$ cat src/rtl/div_pkg.sv
// Shared encodings and helpers for the multi-cycle restoring divider.
package div_pkg;

  localparam int unsigned DIV_W  = 32;
  localparam int unsigned CNT_W  = 6;
  localparam int unsigned WORK_W = 2 * DIV_W + 1;

  typedef enum logic [1:0] {
    DivFree   = 2'b00,
    DivByZero = 2'b01,
    DivOn     = 2'b10,
    DivEnd    = 2'b11
  } div_state_e;

  localparam logic DivStart          = 1'b1;
  localparam logic DivStop           = 1'b0;
  localparam logic DivResultReady    = 1'b1;
  localparam logic DivResultNotReady = 1'b0;

  localparam logic [7:0] EXE_DIV_OP  = 8'b0001_1010;
  localparam logic [7:0] EXE_DIVU_OP = 8'b0001_1011;

  // Two's-complement negate; 0x80000000 maps to itself, read as unsigned 2^31.
  function automatic logic [DIV_W-1:0] neg(input logic [DIV_W-1:0] x);
    return ~x + DIV_W'(1);
  endfunction

endpackage

$ cat src/rtl/div.sv
// Signed/unsigned 32-bit restoring divider, one quotient bit per cycle.
// Result is {remainder, quotient}, held while start_i stays high.
module div
  import div_pkg::*;
#(
  parameter int unsigned DATA_W = 32
) (
  input  logic                  clk,
  input  logic                  rst,
  input  logic                  signed_div_i,
  input  logic [DATA_W-1:0]     opdata1_i,
  input  logic [DATA_W-1:0]     opdata2_i,
  input  logic                  start_i,
  input  logic                  annul_i,
  output logic [2*DATA_W-1:0]   result_o,
  output logic                  ready_o
);

  div_state_e             state_q, state_d;
  logic [CNT_W-1:0]       cnt_q, cnt_d;
  logic [WORK_W-1:0]      work_q, work_d;
  logic [DATA_W-1:0]      divisor_q, divisor_d;
  logic                   s1_q, s1_d, s2_q, s2_d, sgn_q, sgn_d;
  logic [2*DATA_W-1:0]    result_q, result_d;
  logic                   ready_q, ready_d;

  logic [DATA_W:0]        trial_c;
  logic [WORK_W-1:0]      step_c;
  logic [DATA_W-1:0]      quot_c, rem_c, mag1_c, mag2_c;

  always_ff @(posedge clk or posedge rst) begin
    if (rst) begin
      state_q   <= DivFree;
      cnt_q     <= '0;
      work_q    <= '0;
      divisor_q <= '0;
      s1_q      <= 1'b0;
      s2_q      <= 1'b0;
      sgn_q     <= 1'b0;
      result_q  <= '0;
      ready_q   <= DivResultNotReady;
    end else begin
      state_q   <= state_d;
      cnt_q     <= cnt_d;
      work_q    <= work_d;
      divisor_q <= divisor_d;
      s1_q      <= s1_d;
      s2_q      <= s2_d;
      sgn_q     <= sgn_d;
      result_q  <= result_d;
      ready_q   <= ready_d;
    end
  end

  always_comb begin
    state_d   = state_q;
    cnt_d     = cnt_q;
    work_d    = work_q;
    divisor_d = divisor_q;
    s1_d      = s1_q;
    s2_d      = s2_q;
    sgn_d     = sgn_q;
    result_d  = result_q;
    ready_d   = ready_q;

    mag1_c = (signed_div_i && opdata1_i[DATA_W-1]) ? neg(opdata1_i) : opdata1_i;
    mag2_c = (signed_div_i && opdata2_i[DATA_W-1]) ? neg(opdata2_i) : opdata2_i;

    // Restoring step: keep the difference only when it did not borrow.
    trial_c = {1'b0, work_q[2*DATA_W-1:DATA_W]} - {1'b0, divisor_q};
    step_c  = trial_c[DATA_W] ? {work_q[2*DATA_W-1:0], 1'b0}
                              : {trial_c[DATA_W-1:0], work_q[DATA_W-1:0], 1'b1};
    quot_c  = step_c[DATA_W-1:0];
    rem_c   = step_c[2*DATA_W:DATA_W+1];
    if (sgn_q && (s1_q ^ s2_q)) quot_c = neg(quot_c);
    if (sgn_q && s1_q)          rem_c  = neg(rem_c);

    unique case (state_q)
      DivFree: begin
        ready_d  = DivResultNotReady;
        result_d = '0;
        if (start_i == DivStart && !annul_i) begin
          if (opdata2_i == '0) begin
            state_d = DivByZero;
          end else begin
            state_d   = DivOn;
            cnt_d     = '0;
            work_d    = {DATA_W'(0), mag1_c, 1'b0};
            divisor_d = mag2_c;
            s1_d      = opdata1_i[DATA_W-1];
            s2_d      = opdata2_i[DATA_W-1];
            sgn_d     = signed_div_i;
          end
        end
      end
      DivByZero: begin
        if (annul_i) begin
          state_d  = DivFree;
          ready_d  = DivResultNotReady;
          result_d = '0;
        end else begin
          state_d = DivEnd;
          work_d  = '0;
        end
      end
      DivOn: begin
        if (annul_i) begin
          state_d  = DivFree;
          cnt_d    = '0;
          ready_d  = DivResultNotReady;
          result_d = '0;
        end else if (cnt_q == CNT_W'(DATA_W - 1)) begin
          // Last iteration folds in the sign correction.
          state_d = DivEnd;
          cnt_d   = '0;
          work_d  = {rem_c, 1'b0, quot_c};
        end else begin
          work_d = step_c;
          cnt_d  = cnt_q + CNT_W'(1);
        end
      end
      DivEnd: begin
        if (start_i == DivStart) begin
          ready_d  = DivResultReady;
          result_d = {work_q[2*DATA_W:DATA_W+1], work_q[DATA_W-1:0]};
        end else begin
          state_d  = DivFree;
          ready_d  = DivResultNotReady;
          result_d = '0;
        end
      end
      default: state_d = DivFree;
    endcase
  end

  assign result_o = result_q;
  assign ready_o  = ready_q;

endmodule
$ cat config.mk
export PLATFORM = sky130hd
export DESIGN_NAME = div
export DESIGN_NICKNAME = d
export VERILOG_FILES = /design/src/rtl/div_pkg.sv /design/src/rtl/div.sv
export SDC_FILE = /design/constraint.sdc
export NUM_CORES = 1
export LEC_CHECK = 0
export ABC_CLOCK_PERIOD_IN_PS = 5200
export BUFFER_PORTS_ARGS = -buffer_cell sky130_fd_sc_hd__buf_4
export CORE_MARGIN = 1.5
export CORE_UTILIZATION = 54
export DETAILED_ROUTE_END_ITERATION = 10
export PLACE_DENSITY_LB_ADDON = 0.1
export SLEW_MARGIN = 20
export SYNTH_ARGS = -nofsm -noshare
export SYNTH_HDL_FRONTEND = slang
export SYNTH_SLANG_ARGS = --single-unit
$ cat constraint.sdc
create_clock -name clk -period 5.2 [get_ports clk]
set_input_delay 0.78 -clock clk [delete_from_list [all_inputs] [get_ports clk]]
set_output_delay 0.78 -clock clk [all_outputs]
set_load 0.05 [all_outputs]
# Word level (Yosys, flattened, before mapping)
# Cells that the tools add are included.
[word_totals]
register_bits = 173
latch_bits = 0
ramBits = 0
mem_bits_ro = 0
in_bits = 69
elab_cells = 76
memories = 0
[op_classes]
add_sub_neg = 6
multipliers = 0
n_div = 0
magnitude_cmp = 0
eq_ne = 11
n_shift = 0
mux = 29
bitwise_logic = 6
reduce_logical = 15
[ops]
columns = ["op", "count"]
rows = [
  ["65-bit two-way mux", 6],
  ["65-bit one-hot mux with 3 select lines", 1],
  ["64-bit one-hot mux with 3 select lines", 1],
  ["32-bit by 1-bit adder with 32-bit output (second input constant)", 4],
  ["32-bit two-way mux", 4],
  ["64-bit two-way mux", 2],
  ["32-bit NOT", 4],
  ["32-bit by 32-bit subtractor with 33-bit output", 1],
  ["32-bit logical NOT", 1],
  ["6-bit two-way mux", 4],
  ["2-bit two-way mux", 6],
  ["6-bit one-hot mux with 2 select lines", 1],
  ["2-bit inequality test (second input constant)", 5],
  ["3-bit AND reduction", 3],
  ["2-bit one-hot mux with 4 select lines", 1],
  ["6-bit by 1-bit adder with 6-bit output (second input constant)", 1],
  ["6-bit by 5-bit equality test with 1-bit output (second input constant)", 1],
  ["1-bit logical AND", 5],
  ["5-bit AND reduction", 1],
  ["2-bit equality test (second input constant)", 2],
  ["3-bit inequality test (second input constant)", 1],
  ["1-bit one-hot mux with 3 select lines", 1],
  ["3-bit nonzero test", 1],
  ["2-bit by 1-bit equality test with 1-bit output (second input constant)", 1],
  ["8 further kinds", 9],
]

# Depth between registers and ports, before layout
# Gate-level depths: netlist (run 1).
[logic_depth]
depth_word = 8
depth_mapped = 23

# Least setup slack after synthesis (run 1)
# Ideal clock, no wire load.
[synth_path]
path_type = "register -> register"
start = "register work_q[32]"
end = "register work_q[59]"
arrival_time_ps = 5003
t_required_ps = 5079
setup_slack_ps = 76
path_stages_with_launch = 24
cell_sequence = "dfrtp_1 -> inv_1 -> ha_1 -> fa_1 -> nand2b_1 -> a211o_1 -> a31o_2 -> o31ai_4 -> o21ai_2 -> nand2_4 -> clkbuf_1 -> buf_2 -> nand2_1 -> o21ai_0 -> ha_1 -> nand3_1 -> or3_1 -> or2_2 -> mux2_2 -> a211oi_1 -> and2_1 -> a21oi_1 -> xor2_1 -> a22o_1"
[synth_between]
elab_chain_len = 8
[synth_lines]
columns = ["item", "line", "source"]
rows = [
  ["from (decl)", "div.sv:21", "logic [WORK_W-1:0] work_q, work_d;"],
  ["from (signal assigned)", "div.sv:45", "work_q <= work_d;"],
  ["32-bit by 32-bit subtractor with 33-bit output", "div.sv:70", "trial_c = {1'b0, work_q[2*DATA_W-1:DATA_W]} - {1'b0, divisor_q};"],
  ["65-bit two-way mux (*)", "div.sv:71", "step_c = trial_c[DATA_W] ? {work_q[2*DATA_W-1:0], 1'b0}"],
  ["32-bit NOT", "div_pkg.sv:25", "return ~x + DIV_W'(1);"],
  ["32-bit by 1-bit adder with 32-bit output", "div_pkg.sv:25", ""],
  ["32-bit two-way mux", "div.sv:76", "if (sgn_q && s1_q) rem_c = neg(rem_c);"],
  ["65-bit two-way mux (*)", "div.sv:112", "end else if (cnt_q == CNT_W'(DATA_W - 1)) begin"],
  ["65-bit two-way mux (*)", "div.sv:107", "if (annul_i) begin"],
  ["65-bit one-hot mux with 3 select lines (*)", "div.sv:78", "unique case (state_q)"],
]
# Mark *: on every way between the ends. The rest lies on a longest branch, timed or not. The select of a mux whose other input is x is not followed.
# A chain may end at the register's enable or synchronous reset.

# Final worst setup path (run 1)
# Same ends and word-level chain as after synthesis.

==> impl_metrics.env, run 1 <==
export IMPL_status="finished, final reports clean"
export IMPL_path_clk_slew_ps=70
export IMPL_power_total_mw=6.36
export IMPL_synth_nets=1515
export IMPL_maxCapViolCount=0
export IMPL_gp_congestion=0.934
export IMPL_tritoncts="yes"
export IMPL_max_clock_freq_ghz=0.202
export IMPL_clock_sinks=173
export IMPL_syn_area_per_cell_sq_um=8.62
export IMPL_grt_setup_unrepaired="false"
export IMPL_finClkSkew_ps=15.9
export IMPL_worstSetupStartpointType="flop"
export IMPL_numPortBuffers=133
export IMPL_postSynthCellCount=1404
export IMPL_start_util_pct=55.3
export IMPL_cp_data_required_time_ps=5520
export IMPL_vias=11022
export IMPL_drtIter0Drc=930
export IMPL_grt_overflow=0
export IMPL_postCtsSetupBuffers=0
export IMPL_arrival_ps=5260
export IMPL_ys_warn_count=0
export IMPL_root_buffer="clkbuf_16"
export IMPL_cts_made_buffers=17
export IMPL_crit_type="flop to flop"
export IMPL_ys_seq_area_share_pct=35.8
export IMPL_hpwl_um=25300
export IMPL_synth_edf_count=0
export IMPL_die_h_um=153
export IMPL_ant_nets=0
export IMPL_cpMaxStageDelayCell="dfrtp_1"
export IMPL_hold_violations=0
export IMPL_period_minus_slack_ps=4940
export IMPL_crit_chain="inv_1 > ha_1 > fa_1 > nand2b_1 > a211o_1 > a31o_2 > o31ai_4 > o21ai_2 > nand2_4 > nand2_1 > o21ai_0 > ha_2 > nand3_1 > or3_1 > or2_2 > mux2_2 > a211oi_2 > and2_1 > a21oi_1 > xor2_1 > a22o_1"
export IMPL_place_ws_ps=197
export IMPL_fin_tns_setup_ps=0
export IMPL_synth_top_flop_cell="dfrtp_1"
export IMPL_diodes=0
export IMPL_die_w_um=153
export IMPL_area_growth_syn_to_layout_pct=14.9
export IMPL_worst_path_buf_inv=1
export IMPL_grt_antenna_before_repair=1
export IMPL_synth_common_cells="dfrtp_1, nand2_1, nor2_1"
export IMPL_rows=54
export IMPL_clockBufferDepth=2
export IMPL_dp_cells=1757
export IMPL_timing_hold_ws_ps=495
export IMPL_io_pins=134
export IMPL_grt_max_degree=174
export IMPL_ctsHoldBuffers=0
export IMPL_cpPeakStageDelay_ps=420
export IMPL_post_route_period_util_pct=95.0
export IMPL_power_leakage_nw=6.09
export IMPL_grt_usage_pct=29.3
export IMPL_synth_distinct_cells=76
export IMPL_ir_drop_mv=0.304
export IMPL_layout_setup_ws_ps=261
export IMPL_drtPass1Iterations=5
export IMPL_slew_violations=0
export IMPL_instances_no_fill=1788
export IMPL_htreeDepth=4
export IMPL_yosysTopAreaCell="dfrtp_1"
export IMPL_synth_most_common_cell="dfrtp_1"
export IMPL_ys_top_cells_by_area="dfrtp_1, a22o_1, xor2_1"
export IMPL_grt_pass1_vias=9731
export IMPL_slew_headroom_pct=28.9
export IMPL_via_per_inst=6.16
export IMPL_drive_above_1_share_pct=14.1
export IMPL_synthArstFlopShare_pct=100
export IMPL_ys_seq_elements=173
export IMPL_power_per_cell_area_mw_per_mm2=457
export IMPL_hold_class="flop to flop"
export IMPL_drc=0
export IMPL_tightest_slew_ps=1060
export IMPL_cp_end_kind="flop"
export IMPL_cp_top_family="compound AO/OA/AOI/OAI gates"
export IMPL_routed_wl_um=34300
export IMPL_wl_per_cell_um=19.2
export IMPL_grt_pass1_wl_um=54600
export IMPL_setup_viol=0
export IMPL_dieArea_sq_mm=0.0233
export IMPL_synth_top_cell_area_share_pct=35.8
export IMPL_path_max_fanout=8
export IMPL_clock_latency_ps=440
export IMPL_core_sq_mm=0.0219
export IMPL_netlist_area_sq_mm=0.0121
export IMPL_nFillCells=1950
export IMPL_nNetsFinal=1607
sequential cells by signal (all words and copies together), names as in the netlist:
signal	count
sgn_q	1
state_q	2
ready_o	1
result_o	64
cnt_q	6
s1_q	1
work_q	65
s2_q	1
divisor_q	32
power by group:
part | switching, mW | internal, mW | total [mW]
clock | 0.589 | 0.745 | 1.33
sequential | 0.308 | 1.69 | 1.99
combinational | 1.99 | 1.04 | 3.03
total | 2.89 | 3.47 | 6.36
through the flow:
step                      cell area (sq um)  util [%]
after floorplan                       12100         -
after global placement                13300      60.7
final                                 13900      63.5
after detailed placement              13300      60.7
after global routing                  13900      63.5
after CTS                             13900      63.5
routing by layer:
metal	wire length, um	part of all wire, %	global-route usage, %	vias up
li1	-	-	-	5268
met1	17400	51	48.9	5294
met2	13900	40	39.2	434
met3	2710	7.9	4.15	26
met4	325	0.95	5.95	0
met5	0	0	0	-
final timing paths:
kind                                   startpoint                        end  slack [ps]  cells past startpoint
hold / removal                ready_o$_DFFE_PP0N_        ready_o$_DFFE_PP0N_         500                      1
setup / recovery           work_q[32]$_DFFE_PP0P_     work_q[59]$_DFFE_PP0P_         260                     21
max in group asynchronous                     rst  divisor_q[16]$_DFFE_PP0P_        3860                      3
min in group asynchronous                     rst   result_o[51]$_DFFE_PP0N_         540                      3
setup reg to reg           work_q[32]$_DFFE_PP0P_     work_q[59]$_DFFE_PP0P_         260                     21
hold reg to reg               ready_o$_DFFE_PP0N_        ready_o$_DFFE_PP0N_         500                      1
cells in the final DEF, fill, tap and decap left out, types with 18 or more instances in the layout:
cell type / netlist / layout
a22o_1: 84 / 84
buf_4: 0 / 151
a31oi_1: 18 / 18
mux2i_1: 18 / 18
o31ai_1: 22 / 22
o221ai_1: 24 / 24
inv_1: 57 / 56
a21oi_1: 97 / 97
nor2_1: 116 / 113
ha_1: 41 / 40
nand2_1: 130 / 130
o21ai_0: 104 / 104
dfrtp_1: 173 / 173
xnor2_1: 70 / 70
nor3_1: 34 / 34
nand2b_1: 23 / 23
xor2_1: 77 / 77
o21a_1: 33 / 33
or3_1: 25 / 25
layout make-up:
class	count	area (sq um)	share of cell area, %
inverter	58	221	1.59
timing repair buffer	152	1150	8.30
clock buffer	19	453	3.26
clock inverter	12	153	1.10
sequential	173	4330	31.1
multi-input combinational	1094	7240	52.1
tap	280	350	2.52
repair_timing:
item | 4_1_cts | 5_1_grt
setup endpoints to repair | 0 | 4
hold endpoints to repair | 0 | 0
gates resized for setup | 0 | 2
cells by family after synthesis:
group	share of synthesized area, %
muxes	1.95
adders and majority gates	4.40
xor gates and xnor gates	10.6
AOI/OAI and AO/OA	25.6
DFF	35.8
buffers and inverters	4.62
and+or+nand+nor	17.0
No activity file was read; power rests on OpenSTA's default activity.
==> run 2, diff against run 1 <==
--- a/config.mk
+++ b/config.mk
@@ -10,7 +10,7 @@
 export CORE_MARGIN = 1.5
 export CORE_UTILIZATION = 54
 export DETAILED_ROUTE_END_ITERATION = 10
-export PLACE_DENSITY_LB_ADDON = 0.1
+export PLACE_DENSITY = 0.75
 export SLEW_MARGIN = 20
 export SYNTH_ARGS = -nofsm -noshare
 export SYNTH_HDL_FRONTEND = slang
==> run 2 against run 1 <==
Against the previous run:
- largest power group unchanged
- largest cell class unchanged
- core utilization up 0.097 points
- critical path type unchanged
- worst hold slack worse by 7.3 ps
- non-clock buffer count up 4
- fmax up 0.61%
- sequential share of layout area about the same
- clock skew down 0.52 ps
==> impl_metrics.env, run 2 (same netlist as run 1, synthesis figures left out) <==
export IMPL_post_route_period_util_pct=94.4
export IMPL_largest_register="work_q"
export IMPL_final_cell_mix="dfrtp_1, buf_4, nand2_1"
export IMPL_m1WireLength_um=16500
export IMPL_drive_above_1_share_pct=14.3
export IMPL_cpPeakStageDelay_ps=430
export IMPL_met3WireLength_um=2790
export IMPL_area_growth_syn_to_layout_pct=15.1
export IMPL_slew_violations=0
export IMPL_crit_type="flop to flop"
export IMPL_cp_startpoint="work_q[32]$_DFFE_PP0P_"
export IMPL_grt_max_degree=174
export IMPL_max_clock_freq_ghz=0.204
export IMPL_tritoncts="yes"
export IMPL_min_to="ready_o$_DFFE_PP0N_"
export IMPL_path_max_fanout=9
export IMPL_cts_made_buffers=17
export IMPL_htreeDepth=4
export IMPL_dr_max_layer_used="met4"
export IMPL_start_util_pct=55.3
export IMPL_root_buffer="clkbuf_16"
export IMPL_wl_met2_um=14700
export IMPL_drc=0
export IMPL_grt_antenna_before_repair=0
export IMPL_path_clk_slew_ps=70
export IMPL_reg2reg_to="work_q[59]$_DFFE_PP0P_"
export IMPL_hold_depth=1
export IMPL_drtPass1Iterations=5
export IMPL_grt_setup_unrepaired="false"
export IMPL_place_ws_ps=165
export IMPL_r2r_start="work_q[32]$_DFFE_PP0P_"
export IMPL_routed_wl_um=34500
export IMPL_cp_top_family="compound AO/OA/AOI/OAI gates"
export IMPL_fin_tns_setup_ps=0
export IMPL_cpMaxStageDelayCell="dfrtp_1"
export IMPL_grt_pass1_wl_um=55700
export IMPL_arrival_ps=5230
export IMPL_diodes=0
export IMPL_tightest_slew_ps=1050
export IMPL_cp_end_kind="flop"
export IMPL_wl_per_cell_um=19.3
export IMPL_largest_reg_flops=65
export IMPL_cp_data_required_time_ps=5530
export IMPL_clockBufferDepth=2
export IMPL_power_per_cell_area_mw_per_mm2=453
export IMPL_grt_usage_pct=29.6
export IMPL_worstHoldStart="ready_o$_DFFE_PP0N_"
export IMPL_crit_chain="inv_1 > ha_1 > fa_1 > nand2b_1 > a211o_1 > a31o_2 > o31ai_4 > o21ai_2 > nand2_4 > nand2_1 > o21ai_0 > ha_2 > nand3_1 > or3_1 > or2_2 > mux2_2 > a211oi_4 > and2_1 > a21oi_1 > xor2_1 > a22o_1"
export IMPL_worstSetupStartpointType="flop"
export IMPL_die_w_um=153
export IMPL_nNetsFinal=1611
export IMPL_clock_sinks=173
export IMPL_status="finished, final reports clean"
export IMPL_grt_pass1_vias=10195
export IMPL_worst_path_buf_inv=1
export IMPL_core_sq_mm=0.0219
export IMPL_final_common_cell="dfrtp_1"
export IMPL_period_minus_slack_ps=4910
export IMPL_clock_latency_ps=440
export IMPL_io_pins=134
export IMPL_die_h_um=153
export IMPL_vias=11187
export IMPL_layout_setup_ws_ps=291
export IMPL_setup_viol=0
export IMPL_finClkSkew_ps=15.4
export IMPL_via_per_inst=6.24
export IMPL_worst_path_stages=21
export IMPL_hold_class="flop to flop"
export IMPL_numPortBuffers=133
export IMPL_rows=54
export IMPL_ir_drop_mv=0.340
export IMPL_hold_violations=0
export IMPL_postCtsSetupBuffers=0
export IMPL_hpwl_um=25100
export IMPL_power_leakage_nw=6.11
export IMPL_gp_congestion=0.923
export IMPL_ant_nets=0
export IMPL_maxCapViolCount=0
export IMPL_r2r_setup_slack_ps=290
export IMPL_slew_headroom_pct=30.1
export IMPL_drtIter0Drc=957
export IMPL_ff2ff_path_depth=21
export IMPL_ctsHoldBuffers=0
export IMPL_grt_overflow=0
export IMPL_dieArea_sq_mm=0.0233
## run 2: cell types whose count changed in the layout (fill, tap and decap cells not counted), sizes merged
| cell | before | now |
|---|---|---|
| clkinv | 1 | 7 |
| clkinvlp | 5 | 3 |
| buf | 152 | 156 |
| bufinv | 2 | 0 |
| clkbuf | 19 | 18 |
## run 2: worst max path at each step
stage / end
after floorplan: work_q[59]$_DFFE_PP0P_
after global placement: work_q[59]$_DFFE_PP0P_
after detailed placement: work_q[59]$_DFFE_PP0P_
after CTS: work_q[59]$_DFFE_PP0P_
after global routing: work_q[59]$_DFFE_PP0P_
final: work_q[59]$_DFFE_PP0P_
## run 2: repair_timing
| item | in CTS | in global routing |
|---|---|---|
| hold endpoints to repair | 0 | 0 |
| endpoints found under the setup margin | 0 | 4 |
| resized for setup | 0 | 3 |
## run 2: where the power goes
group	switching, mW	total [mW]	internal [mW]	leakage (nW)
Sequential	0.307	1.99	1.68	2.27
Clock	0.645	1.30	0.654	0.283
Combinational	1.98	3.01	1.04	3.56
Total	2.93	6.30	3.38	6.11
## run 2: final cells by class
cell class                      instances  area, sq um
Clock inverter                         14          153
Multi-Input combinational cell       1094         7250
Inverter                               58          221
Clock buffer                           18          439
Sequential cell                       173         4330
Fill cell                            1916         7970
Timing Repair Buffer                  156         1180
Tap cell                              280          350
## run 2: per-stage QoR
stage | cells | cell area [sq um] | hold WS [ps] | power, mW | util (%)
detailed placement | 1761 | 13300 | 472 | 4.96 | 60.8
floorplan | 1404 | 12100 | 464 | 4.15 | -
finish | 1793 | 13900 | 488 | 6.30 | 63.6
CTS | 1793 | 13900 | 488 | 6.27 | 63.5
global placement | 1761 | 13300 | 464 | 4.90 | 60.8
global route | 1793 | 13900 | 502 | 6.71 | 63.6
## run 2: routing by layer
layer,global-route usage [%],up-vias
li1,-,5275
met1,45.6,5418
met2,42.1,448
met3,5.66,46
met4,8.15,0
met5,0,-
==> run 3, diff against run 2 <==
--- a/config.mk
+++ b/config.mk
@@ -11,6 +11,7 @@
 export CORE_UTILIZATION = 54
 export DETAILED_ROUTE_END_ITERATION = 10
 export PLACE_DENSITY = 0.75
+export RECOVER_POWER = 50
 export SLEW_MARGIN = 20
 export SYNTH_ARGS = -nofsm -noshare
 export SYNTH_HDL_FRONTEND = slang
==> run 3 against run 2 <==
Against the previous run:
- the run now ends with capacitance limit, slew limit left
- sequential cell count unchanged
- first-iteration DRC count increased by 7.9%
- core utilization decreased by 0.63 points
- worst hold slack got worse by 7.2 ps
- total power decreased by 0.31%
- clock skew decreased by 1.1 ps
- largest cell class unchanged
- largest power group unchanged
==> impl_metrics.env, run 3 (same netlist as run 1, synthesis figures left out) <==
export IMPL_io_pins=134
export IMPL_grt_pass1_vias=10195
export IMPL_routed_wl_um=34600
export IMPL_ant_nets=0
export IMPL_die_h_um=153
export IMPL_core_sq_mm=0.0219
export IMPL_timing_hold_ws_ps=480
export IMPL_final_cell_mix="dfrtp_1, nand2_1, buf_4"
export IMPL_dieArea_sq_mm=0.0233
export IMPL_drtIter0Drc=1033
export IMPL_maxCapViolCount=1
export IMPL_finClkSkew_ps=14.4
export IMPL_instances_no_fill=1793
export IMPL_rows=54
export IMPL_post_route_period_util_pct=94.5
export IMPL_arrival_ps=5240
export IMPL_hpwl_um=25100
export IMPL_dp_cells=1761
export IMPL_gp_congestion=0.923
export IMPL_path_clk_slew_ps=70
export IMPL_die_w_um=153
export IMPL_drc=0
export IMPL_worstSetupStartpointType="flop"
export IMPL_ff_latch_area_sq_mm=0.00433
export IMPL_path_max_fanout=9
export IMPL_ir_drop_mv=0.343
export IMPL_drive_above_1_share_pct=12.2
export IMPL_largest_register="work_q"
export IMPL_grt_usage_pct=29.6
export IMPL_period_minus_slack_ps=4910
export IMPL_crit_type="flop to flop"
export IMPL_slew_violations=174
export IMPL_cp_top_family="compound AO/OA/AOI/OAI gates"
export IMPL_crit_chain="inv_1 > ha_1 > fa_1 > nand2b_1 > a211o_1 > a31o_2 > o31ai_4 > o21ai_2 > nand2_4 > nand2_1 > o21ai_0 > ha_2 > nand3_1 > or3_1 > or2_2 > mux2_2 > a211oi_4 > and2_1 > a21oi_1 > xor2_1 > a22o_1"
export IMPL_numPortBuffers=133
export IMPL_hold_class="flop to flop"
export IMPL_fin_tns_setup_ps=0
export IMPL_max_clock_freq_ghz=0.204
export IMPL_grt_overflow=0
export IMPL_diodes=0
export IMPL_vias=11128
export IMPL_worst_path_buf_inv=1
export IMPL_power_leakage_nw=5.97
export IMPL_status="finished with violations"
export IMPL_tightest_slew_ps=3830
export IMPL_postCtsSetupBuffers=0
export IMPL_htreeDepth=4
export IMPL_cpPeakStageDelay_ps=430
export IMPL_cp_end_kind="flop"
export IMPL_cpMaxStageDelayCell="dfrtp_1"
export IMPL_slew_headroom_pct=-156
export IMPL_hold_violations=0
export IMPL_grt_antenna_before_repair=0
export IMPL_grt_max_degree=174
export IMPL_grt_pass1_wl_um=55700
export IMPL_clock_sinks=173
export IMPL_tritoncts="yes"
export IMPL_root_buffer="clkbuf_16"
export IMPL_wl_per_cell_um=19.3
export IMPL_drtPass1Iterations=5
export IMPL_clockBufferDepth=2
export IMPL_cts_made_buffers=17
export IMPL_ctsHoldBuffers=0
export IMPL_via_per_inst=6.21
export IMPL_post_cts_resized=0
export IMPL_area_growth_syn_to_layout_pct=13.9
export IMPL_nFillCells=1935
export IMPL_violations="capacitance limit, slew limit"
export IMPL_power_per_cell_area_mw_per_mm2=456
export IMPL_clock_latency_ps=440
export IMPL_cp_data_required_time_ps=5530
export IMPL_start_util_pct=55.3
export IMPL_largest_reg_flops=65
export IMPL_nNetsFinal=1611
export IMPL_multi_input_area_sq_mm=0.00725
export IMPL_grt_setup_unrepaired="false"
export IMPL_final_common_cell="dfrtp_1"
export IMPL_setup_viol=0
run 3: changes by cell type in the layout (fill, tap and decap cells not counted), sizes merged:
| cell | before | now |
|---|---|---|
| buf | 156 | 123 |
| clkbuf | 18 | 51 |
run 3: layer usage:
metal	vias up	global-route usage, %	wire, um
met3	48	5.66	2800
li1	5279	-	-
met4	0	8.15	569
met1	5362	45.6	16500
met5	-	0	0
met2	439	42.1	14700
run 3: worst paths after layout:
check                                             from                   endpoint  depth (start not counted)  slack [ps]
min in group asynchronous                          rst     work_q[52]$_DFFE_PP0P_                          3        1760
worst max-delay path            work_q[32]$_DFFE_PP0P_     work_q[59]$_DFFE_PP0P_                         21         290
max in group asynchronous                          rst  divisor_q[26]$_DFFE_PP0P_                          3        1100
worst min-delay path               ready_o$_DFFE_PP0N_        ready_o$_DFFE_PP0N_                          1         480
worst max register to register  work_q[32]$_DFFE_PP0P_     work_q[59]$_DFFE_PP0P_                         21         290
worst min register to register     ready_o$_DFFE_PP0N_        ready_o$_DFFE_PP0N_                          1         480
run 3: final cells by class:
cell class                 count  area share, %
inverter                      58           1.59
tap                          280           2.54
clock inverter                14           1.11
multi-input combinational   1094           52.6
timing repair buffer         156           7.60
sequential                   173           31.4
clock buffer                  18           3.19
run 3: metrics by stage:
step | utilization (%) | setup slack (ps) | area, sq um | power (mW)
floorplan | - | 76.1 | 12100 | 4.15
CTS | 63.5 | 131 | 13900 | 6.27
finish | 63.0 | 287 | 13800 | 6.29
global route | 63.0 | 15.2 | 13800 | 6.68
global placement | 60.8 | 256 | 13300 | 4.90
detailed placement | 60.8 | 165 | 13300 | 4.96
run 3: report_power, final:
group,internal (mW),switching [mW],leakage (nW)
sequential,1.69,0.308,2.27
clock,0.654,0.646,0.283
combinational,1.01,1.98,3.42
total,3.35,2.93,5.97
